`src/rtl/lsu_pkg.sv`:
```
// Shared constants for the load/store alignment slice.
// No logic here, so no latency.
// No flow control: constants only.
//
// Contents: RISC-V funct3 encodings for byte, halfword and word accesses,
// signed and unsigned. Every other funct3 value is treated as invalid.
package lsu_pkg;

  localparam logic [2:0] F3_B  = 3'b000;
  localparam logic [2:0] F3_H  = 3'b001;
  localparam logic [2:0] F3_W  = 3'b010;
  localparam logic [2:0] F3_BU = 3'b100;
  localparam logic [2:0] F3_HU = 3'b101;

endpackage

```
`src/rtl/ld_lane_extract.sv`:
```
// Load lane extractor: selects the addressed byte/halfword/word and extends it.
// Latency: purely combinational.
// Backpressure: none; the result is valid whenever the inputs are.
//
// Ports:
//   i_rdata  [31:0]  word returned by memory
//   i_off    [1:0]   byte offset of the access
//   i_funct3 [2:0]   access size and signedness
//   i_load           access is a load; result is forced to 0 otherwise
//   o_data   [31:0]  extended load result
module ld_lane_extract (
  input  logic [31:0] i_rdata,
  input  logic [1:0]  i_off,
  input  logic [2:0]  i_funct3,
  input  logic        i_load,
  output logic [31:0] o_data
);
  import lsu_pkg::*;

  logic [7:0]  byte_v;
  logic [15:0] half_v;

  always_comb begin
    byte_v = 8'h00;
    case (i_off)
      2'd0:    byte_v = i_rdata[7:0];
      2'd1:    byte_v = i_rdata[15:8];
      2'd2:    byte_v = i_rdata[23:16];
      default: byte_v = i_rdata[31:24];
    endcase

    // Halfword selection uses only off[1]. A misaligned off[0] is ignored
    // here; it is flagged separately by the top level.
    half_v = i_off[1] ? i_rdata[31:16] : i_rdata[15:0];

    o_data = 32'h0000_0000;
    if (i_load) begin
      case (i_funct3)
        F3_B:    o_data = {{24{byte_v[7]}}, byte_v};
        F3_BU:   o_data = {24'h00_0000, byte_v};
        F3_H:    o_data = {{16{half_v[15]}}, half_v};
        F3_HU:   o_data = {16'h0000, half_v};
        F3_W:    o_data = i_rdata;
        default: o_data = 32'h0000_0000;
      endcase
    end
  end

endmodule

```
`src/rtl/ld_st_align_unit.sv`:
```
// RV32 byte-lane alignment between the pipeline and a 32-bit word memory.
// Latency: store path 0 cycles (combinational); load path 1 cycle.
// Backpressure: none; memory is assumed to return read data one cycle after the address.
//
// Ports:
//   i_clk, i_reset            clock; asynchronous active-high reset
//   i_addr [31:0]             byte address (only [1:0] matter)
//   i_funct3 [2:0], i_load    access type of the current instruction
//   i_st_data -> o_st_data    lane-aligned store data
//   o_bmask [3:0]             per-byte write enable (0 when misaligned or invalid)
//   i_rdata -> o_ld_data      extended load result for last cycle's load
//   o_misaligned              current access is misaligned
module ld_st_align_unit (
  input  logic        i_clk,
  input  logic        i_reset,
  input  logic [31:0] i_addr,
  input  logic [2:0]  i_funct3,
  input  logic        i_load,
  input  logic [31:0] i_st_data,
  output logic [31:0] o_st_data,
  output logic [3:0]  o_bmask,
  input  logic [31:0] i_rdata,
  output logic [31:0] o_ld_data,
  output logic        o_misaligned
);
  import lsu_pkg::*;

  logic [1:0]  off;
  logic        unused_addr;
  logic        misaligned;
  logic [31:0] st_data;
  logic [3:0]  bmask;

  logic [2:0]  funct3_d, funct3_q;
  logic        load_d,   load_q;
  logic [1:0]  off_d,    off_q;

  assign off         = i_addr[1:0];
  assign unused_addr = ^i_addr[31:2];

  // Misalignment is a property of size and offset only; loads and stores
  // share the same rule, and invalid encodings are never misaligned.
  always_comb begin
    misaligned = 1'b0;
    case (i_funct3)
      F3_H, F3_HU: misaligned = off[0];
      F3_W:        misaligned = (off != 2'b00);
      default:     misaligned = 1'b0;
    endcase
  end

  // Store path. Data always follows the shift rule even when the mask is
  // cleared, so a misaligned store is suppressed purely through o_bmask.
  always_comb begin
    st_data = i_st_data;
    bmask   = 4'b0000;
    case (i_funct3)
      F3_B: begin
        st_data = {24'h00_0000, i_st_data[7:0]} << {off, 3'b000};
        bmask   = 4'b0001 << off;
      end
      F3_H: begin
        st_data = {16'h0000, i_st_data[15:0]} << {off[1], 4'b0000};
        bmask   = off[1] ? 4'b1100 : 4'b0011;
        if (misaligned) bmask = 4'b0000;
      end
      F3_W: begin
        st_data = i_st_data;
        bmask   = misaligned ? 4'b0000 : 4'b1111;
      end
      default: begin
        st_data = i_st_data;
        bmask   = 4'b0000;
      end
    endcase
  end

  assign o_st_data    = st_data;
  assign o_bmask      = bmask;
  assign o_misaligned = misaligned;

  // Load controls are sampled every edge; the memory returns data for this
  // address one cycle later, when these registers line up with i_rdata.
  assign funct3_d = i_funct3;
  assign load_d   = i_load;
  assign off_d    = off;

  always_ff @(posedge i_clk or posedge i_reset) begin
    if (i_reset) begin
      funct3_q <= 3'b000;
      load_q   <= 1'b0;
      off_q    <= 2'b00;
    end else begin
      funct3_q <= funct3_d;
      load_q   <= load_d;
      off_q    <= off_d;
    end
  end

  // Clearing load_q on reset forces o_ld_data to 0 without a clock.
  ld_lane_extract u_ld_lane_extract (
    .i_rdata  (i_rdata),
    .i_off    (off_q),
    .i_funct3 (funct3_q),
    .i_load   (load_q),
    .o_data   (o_ld_data)
  );

endmodule

```
`config.mk`:
```
export PLATFORM = sky130hd
export DESIGN_NAME = ld_st_align_unit
export DESIGN_NICKNAME = d
export VERILOG_FILES = /design/src/rtl/lsu_pkg.sv /design/src/rtl/ld_lane_extract.sv /design/src/rtl/ld_st_align_unit.sv
export SDC_FILE = /design/constraint.sdc
export NUM_CORES = 1
export LEC_CHECK = 0
export BUFFER_PORTS_ARGS = -buffer_cell sky130_fd_sc_hd__buf_2
export CORE_UTILIZATION = 39
export CTS_CLUSTER_DIAMETER = 50
export DETAILED_ROUTE_END_ITERATION = 16
export HOLD_SLACK_MARGIN = 0.15
export PLACE_DENSITY = 0.93
export SLEW_MARGIN = 20
export SYNTH_ARGS = -nofsm -noshare
export SYNTH_HDL_FRONTEND = slang
export SYNTH_HIERARCHICAL = 1
export SYNTH_SLANG_ARGS = --single-unit
```
`constraint.sdc`:
```
create_clock -name i_clk -period 5.22 [get_ports i_clk]
set_input_delay 0.783 -clock i_clk [delete_from_list [all_inputs] [get_ports i_clk]]
set_output_delay 0.783 -clock i_clk [all_outputs]
set_load 0.02 [all_outputs]
```
==> results.json, run 1 <==
{
  "status": "completed",
  "finalInstanceArea_sq_mm": 0.00237,
  "cp.buffers_inverters": 2,
  "max_freq_ghz": 0.316,
  "synth_edf_count": 0,
  "tightest_slew_ps": 903,
  "slew_violations": 0,
  "vias": 2362,
  "dieArea_sq_mm": 0.00460,
  "synth_top_area_share_pct": 11.3,
  "diodes": 0,
  "syn2layout_area_growth_pct": 40.4,
  "synth.distinct_cells": 40,
  "path_clk_slew_ps": 30,
  "viasPerCell": 5.91,
  "cp.required_ps": 4440,
  "crit_chain": "mux2_4 -> a222oi_1 -> buf_4 -> a21oi_1 -> buf_2",
  "cellLeakagePower_nw": 1.20,
  "critical-path-top-delay-family": "flip-flops",
  "hold_class": "in -> async",
  "synth_seq_area_share_pct": 8.88,
  "post_drt_wl_per_cell_um": 15.8,
  "core_sq_mm": 0.00409,
  "power_mw": 0.331,
  "start_kind": "register",
  "ys_seq_elements": 6,
  "async_reset_ff_share_pct": 100,
  "synth_top_cell_by_area": "mux2_2",
  "crit_fanout": 17,
  "syn_nets": 330,
  "critPathArrivalTime_ps": 2390,
  "drv_cap": 0,
  "synthCells": 228,
  "io_pins": 171,
  "grt_max_degree": 28,
  "clock-root-buffer": "clkbuf_8",
  "antenna_found_initial": 0,
  "grt_pass1_wl_um": 8980,
  "dr.pass1.iters": 4,
  "post-cts-setup-buffer-count": 0,
  "die_h_um": 67.8,
  "placed_cell_area_sq_mm": 0.00233,
  "relSlewSlack_pct": 39.8,
  "initialDrtViolationCount": 100,
  "die_x_um": 67.8,
  "clockBufferDepth": 2,
  "gp_congestion": 0.748,
  "rsz0062_at_grt": "no",
  "drc": 0,
  "cts_tree": "yes",
  "final_nets": 454,
  "hold_buffers": 0,
  "worst_slack_ps": 2050,
  "min_period_over_period_pct": 60.7,
  "wl_um": 6330,
  "synthTopCellsByArea": "mux2_2 11%, a21oi_1 9.5%, dfrtp_1 8.9%",
  "synth_commonest_cells": "32 x a21oi_1, 28 x nand2_1, 18 x a22oi_1, 17 x mux2_2, 15 x mux2i_1",
  "hold_viol_final": 0,
  "portBuffers": 140,
  "grt_usage_pct": 25.4,
  "yosysWarningCount": 6,
  "overflow": 0,
  "start_util_pct": 41.4,
  "peakVddDrop_uv": 118,
  "numCtsBuffers": 3,
  "dp_hpwl_um": 4880,
  "ctsResizeCount": 0,
  "cts.sinks": 6,
  "drive_above_1_share_pct": 48.3,
  "min_period_ps": 3170,
  "setup_viol": 0,
  "cts.htree.levels": 1,
  "num_rows": 23,
  "synthesis.area_sq_mm": 0.00169,
  "ys.flop_type": "dfrtp_1",
  "fin_setup_tns_ps": 0,
  "synthMostInstantiatedCell": "a21oi_1",
  "avgSynthCellArea_sq_um": 7.41,
  "ant_nets": 0,
  "end_kind": "primary output",
  "fin_util_pct": 58.1,
  "p_per_area_mw_per_mm2": 140,
  "slowest_delay_ps": 920,
  "crit_type": "reg -> out",
  "grt_pass1_vias": 2032,
  "pre_cts_slack_ps": 2070,
  "critical-path-slowest-cell": "dfrtp_1"
}
-- through the flow --
| step | hold slack (ps) | cells |
|---|---|---|
| 2_1_floorplan | 574 | 228 |
| 3_3_place_gp | 689 | 397 |
| 3_5_place_dp | 691 | 397 |
| 4_1_cts | 460 | 400 |
| 5_1_grt | 462 | 400 |
| 6_report | 457 | 400 |
-- power breakdown --
group | internal [mW] | switching [mW]
clock network | 0.0494 | 0.0187
logic | 0.0861 | 0.119
registers | 0.0491 | 0.00844
-- state kept, by name (all words and copies together), names as in the netlist --
name and flops:
funct3_q 3, load_q 1, off_q 2
-- final cells by class --
cell class              count  area [sq um]
clock buffers               3          41.3
fillers                   380          1710
inverters                   1          3.75
multi-input cells         198          1400
flip-flops and latches      6           150
well taps                  50          62.6
repair buffers            142           716
-- metal layers --
metal  GRT usage (%)  routed length, um  vias up  share of wire (%)
met4            8.07                158        0                2.5
met1            26.3               2340     1081                 37
li1                -                  -     1119                  -
met2            50.7               3250      148                 51
met5               0                  0        -                  0
met3            4.33                588       14                9.3
-- cell usage in the layout, fill, tap and decap left out --
cell type	count
buf_2	140
a21oi_1	32
nand2_1	28
a22oi_1	18
mux2_2	17
mux2i_1	15
o21ai_0	12
and2_1	12
nand3_1	8
a221o_1	8
a22o_1	8
o22a_1	7
dfrtp_1	6
nor2_1	4
and2_0	4
nor2b_1	3
clkbuf_8	3
nor3b_4	2
and2b_1	2
nor3_1	2
buf_4	2
or2_1	1
o22ai_1	1
or2_2	1
o311a_1	1
a2111oi_0	1
and3b_1	1
and3_1	1
o21bai_1	1
inv_1	1
nor3b_2	1
mux2_4	1
nor3b_1	1
a222oi_1	1
nand3b_1	1
mux4_2	1
or3b_2	1
or3_1	1
-- final timing paths --
kind | from | end | slack (ps) | depth (start not counted)
hold / removal | i_reset | off_q[0] | 460 | 2
max in group asynchronous | i_reset | funct3_q[0] | 4590 | 2
setup / recovery | off_q[0] | o_ld_data[25] | 2050 | 5
min in group i_clk | i_load | load_q | 670 | 1
-- logic make-up (layout without fill, tap and decap cells) --
logic type,count (synthesis),count (layout),synth area share [%]
multiplexers,34,34,22.4
flip-flops,6,6,8.88
AO/OA/AOI/OAI,90,90,36.0
buffers and inverters,24,146,8.59
AND/OR/NAND/NOR,74,74,24.1
Power figures use the tool's default switching activity.
==> run 2, diff against run 1 <==
CORE_UTILIZATION = 37   (was 39)
PLACE_DENSITY = 0.89   (was 0.93)
clock period = 3.2 ns   (was 5.22 ns; I/O delays follow)
==> results.json, run 2 (synthesis results as in run 1) <==
{
  "min_period_ps": 2630,
  "die_h_um": 69.6,
  "cp.buffers_inverters": 2,
  "fin_cells": 407,
  "grt_pass1_wl_um": 9610,
  "vias": 2336,
  "drc": 0,
  "ant_nets": 0,
  "critical-path-slowest-cell": "dfrtp_1",
  "power_mw": 0.538,
  "status": "completed",
  "final_cell_mix": "140 x buf_2, 32 x a21oi_1, 28 x nand2_1, 18 x a22oi_1, 17 x mux2_2",
  "tightest_slew_ps": 803,
  "gp_congestion": 0.869,
  "setup_viol": 0,
  "min_period_over_period_pct": 82.2,
  "holdWs_ps": 157,
  "crit_type": "reg -> out",
  "initialDrtViolationCount": 178,
  "viasPerCell": 5.74,
  "cts.sinks": 6,
  "overflow": 0,
  "diodes": 0,
  "finalInstanceArea_sq_mm": 0.00241,
  "slowest_delay_ps": 620,
  "io_pins": 171,
  "rsz0062_at_grt": "no",
  "dieArea_sq_mm": 0.00484,
  "dr.pass1.iters": 7,
  "portBuffers": 140,
  "hold_buffers": 0,
  "ctsResizeCount": 0,
  "cellLeakagePower_nw": 1.23,
  "end_kind": "primary output",
  "cts.htree.levels": 1,
  "post-cts-setup-buffer-count": 0,
  "slew_violations": 0,
  "wl_um": 5880,
  "crit_chain": "mux2_4 -> a222oi_1 -> buf_4 -> a21oi_1 -> buf_2",
  "final_common_cell": "buf_2",
  "clock-root-buffer": "clkbuf_8",
  "grt_pass1_vias": 2178,
  "hold_viol_final": 0,
  "final_nets": 459,
  "start_util_pct": 38.6,
  "start_kind": "register",
  "path_clk_slew_ps": 30,
  "numCtsBuffers": 3,
  "cp.required_ps": 2720,
  "p_per_area_mw_per_mm2": 223,
  "hold_class": "in -> async",
  "syn2layout_area_growth_pct": 42.8,
  "cts_tree": "yes",
  "fin_setup_tns_ps": 0,
  "placed_cell_area_sq_mm": 0.00237,
  "largest_register_ffs": 3,
  "drv_cap": 0,
  "max_freq_ghz": 0.380,
  "nFillCells": 428,
  "grt_max_degree": 33,
  "dp_hpwl_um": 4580,
  "clockBufferDepth": 2,
  "grt_usage_pct": 23.6,
  "core_sq_mm": 0.00438,
  "peakVddDrop_uv": 164,
  "antenna_found_initial": 0,
  "drive_above_1_share_pct": 49.0,
  "num_rows": 24,
  "top_regs": "funct3_q x3, off_q x2, load_q x1",
  "crit_fanout": 9,
  "post_drt_wl_per_cell_um": 14.5,
  "post-place-cells": 404,
  "regMostFlops": "funct3_q",
  "critical-path-top-delay-family": "flip-flops",
  "die_x_um": 69.6,
  "relSlewSlack_pct": 46.5,
  "critPathArrivalTime_ps": 2150
}
## run 2: cell count changes in the layout (fill, tap and decap cells not counted), sizes merged
cell | previous run | this run
buf | 142 | 147
## run 2: final timing paths
kind,from,endpoint,slack (ps),cells past startpoint
setup / recovery,off_q[0],o_ld_data[21],570,5
hold / removal,i_reset,load_q,160,2
max in group asynchronous,i_reset,off_q[0],2870,2
min in group i_clk,i_load,load_q,370,1
## run 2: area by class of cell
type	count	area, sq um	area share, %
Sequential cell	6	150	6.22
Multi-Input combinational cell	198	1400	58.0
Inverter	1	3.75	0.156
Clock buffer	3	41.3	1.71
Tap cell	52	65.1	2.70
Timing Repair Buffer	147	753	31.2
## run 2: report_power, final
part | total [mW] | leakage [nW] | switching (mW) | internal, mW
Combinational | 0.342 | 1.13 | 0.197 | 0.144
Sequential | 0.0871 | 0.0699 | 0.00685 | 0.0802
Clock | 0.109 | 0.0216 | 0.0285 | 0.0804
## run 2: layer usage
metal | GRT usage (%) | wire length, um
met5 | 0 | 0
met3 | 2.91 | 479
met2 | 43.5 | 2970
met1 | 28.3 | 2340
met4 | 7.03 | 90
## run 2: metrics by stage
step | setup WS [ps] | utilization (%)
after floorplan | 909 | -
after global placement | 708 | 54.1
after detailed placement | 647 | 54.1
after CTS | 585 | 55.1
after global routing | 490 | 55.1
final | 569 | 55.1
==> run 3, diff against run 2 <==
clock period = 2.63 ns   (was 3.2 ns; I/O delays follow)
==> results.json, run 3 (synthesis results as in run 1) <==
{
  "diodes": 0,
  "dp_hpwl_um": 4630,
  "holdCritStartpoint": "i_load",
  "grt_usage_pct": 23.9,
  "numCtsBuffers": 3,
  "cellLeakagePower_nw": 1.24,
  "ctsResizeCount": 0,
  "tightest_slew_ps": 770,
  "vias": 2365,
  "post_drt_wl_per_cell_um": 14.5,
  "crit_type": "reg -> out",
  "overflow": 0,
  "rsz0062_at_grt": "no",
  "die_x_um": 69.6,
  "hold_viol_final": 0,
  "relSlewSlack_pct": 48.1,
  "start_util_pct": 38.6,
  "antenna_found_initial": 0,
  "final_cell_mix": "140 x buf_2, 32 x a21oi_1, 28 x nand2_1, 18 x a22oi_1, 17 x mux2_2",
  "hold_class": "in -> reg",
  "path_clk_slew_ps": 30,
  "cts.htree.levels": 1,
  "cp.required_ps": 2240,
  "num_rows": 24,
  "drv_cap": 0,
  "slew_violations": 0,
  "status": "completed",
  "top_regs": "funct3_q x3, off_q x2, load_q x1",
  "cts_tree": "yes",
  "io_pins": 171,
  "gp_congestion": 0.869,
  "min_period_ps": 2390,
  "dr.pass1.iters": 5,
  "nFillCells": 429,
  "start_kind": "register",
  "max_freq_ghz": 0.419,
  "min_period_over_period_pct": 90.8,
  "regMostFlops": "funct3_q",
  "final_nets": 462,
  "final_common_cell": "buf_2",
  "critPathArrivalTime_ps": 1990,
  "fin_setup_tns_ps": 0,
  "portBuffers": 140,
  "ant_nets": 0,
  "drc": 0,
  "grt_max_degree": 33,
  "setup_viol": 0,
  "seqCellArea_sq_um": 150,
  "clockBufferDepth": 2,
  "power_mw": 0.658,
  "syn2layout_area_growth_pct": 44.3,
  "largest_register_ffs": 3,
  "die_h_um": 69.6,
  "grt_pass1_vias": 2094,
  "grt_pass1_wl_um": 9560,
  "dieArea_sq_mm": 0.00484,
  "p_per_area_mw_per_mm2": 270,
  "peakVddDrop_uv": 201,
  "multi_input_area_sq_mm": 0.00140,
  "min_path_cells": 1,
  "clock-root-buffer": "clkbuf_8",
  "core_sq_mm": 0.00438,
  "viasPerCell": 5.77,
  "end_kind": "primary output",
  "drive_above_1_share_pct": 49.2,
  "crit_fanout": 9,
  "initialDrtViolationCount": 87,
  "wl_um": 5960,
  "cts.sinks": 6,
  "min_to": "load_q"
}
==> run 3: cell types whose count changed in the layout (fill, tap and decap cells not counted), sizes merged <==
cell and delta:
buf +2, dlygate4sd3 +1
==> run 3: how the worst max path moves through the flow <==
stage | startpoint | endpoint | slack [ps] | cells after the start
2_1_floorplan | off_q[0] | o_ld_data[20] | 420 | 5
3_3_place_gp | i_addr[0] | o_st_data[7] | 450 | 5
3_5_place_dp | i_addr[0] | o_st_data[5] | 450 | 5
4_1_cts | off_q[1] | o_ld_data[21] | 260 | 5
5_1_grt | off_q[1] | o_ld_data[21] | 130 | 5
6_report | off_q[1] | o_ld_data[21] | 240 | 5
==> run 3: area by class of cell <==
class / count / area share, %
Multi-Input combinational cell: 198 / 57.4
Clock buffer: 3 / 1.69
Sequential cell: 6 / 6.16
Timing Repair Buffer: 150 / 31.9
Tap cell: 52 / 2.67
Inverter: 1 / 0.154
==> run 3: critical path, stage by stage (launching register included) <==
cell and delay (ps):
dfrtp_1 460, mux2_2 390, a222oi_1 400, buf_4 240
a21oi_1 90, buf_2 200
==> run 3: per-layer routing <==
| layer | global-route usage [%] | vias to the layer above | share of wire, % |
|---|---|---|---|
| met5 | 0 | - | 0 |
| met4 | 8.84 | 0 | 1.8 |
| met3 | 3.78 | 12 | 8.4 |
| met2 | 44.9 | 159 | 50 |
| met1 | 26.8 | 1065 | 40 |
| li1 | - | 1129 | - |
==> run 3: timing repair <==
item / 4_1_cts / 5_1_grt
endpoints found under the hold margin: 6 / 0
setup buffers: 0 / 0
hold buffers: 1 / 0
==> run 3: per-stage QoR <==
step	worst slack [ps]	utilization, %	area, sq um	hold WS (ps)	std cells
6_report	243	55.6	2440	285	410
5_1_grt	130	55.6	2440	275	410
4_1_cts	261	55.6	2440	280	410
3_5_place_dp	455	54.5	2390	313	406
3_3_place_gp	448	54.5	2390	304	406
2_1_floorplan	424	-	1690	185	228
==> run 3: power breakdown <==
part | switching, mW | internal [mW] | leakage [nW] | total, mW
Combinational | 0.243 | 0.178 | 1.15 | 0.421
Clock | 0.0347 | 0.0979 | 0.0216 | 0.133
Sequential | 0.00732 | 0.0976 | 0.0699 | 0.105
Total | 0.285 | 0.374 | 1.24 | 0.658
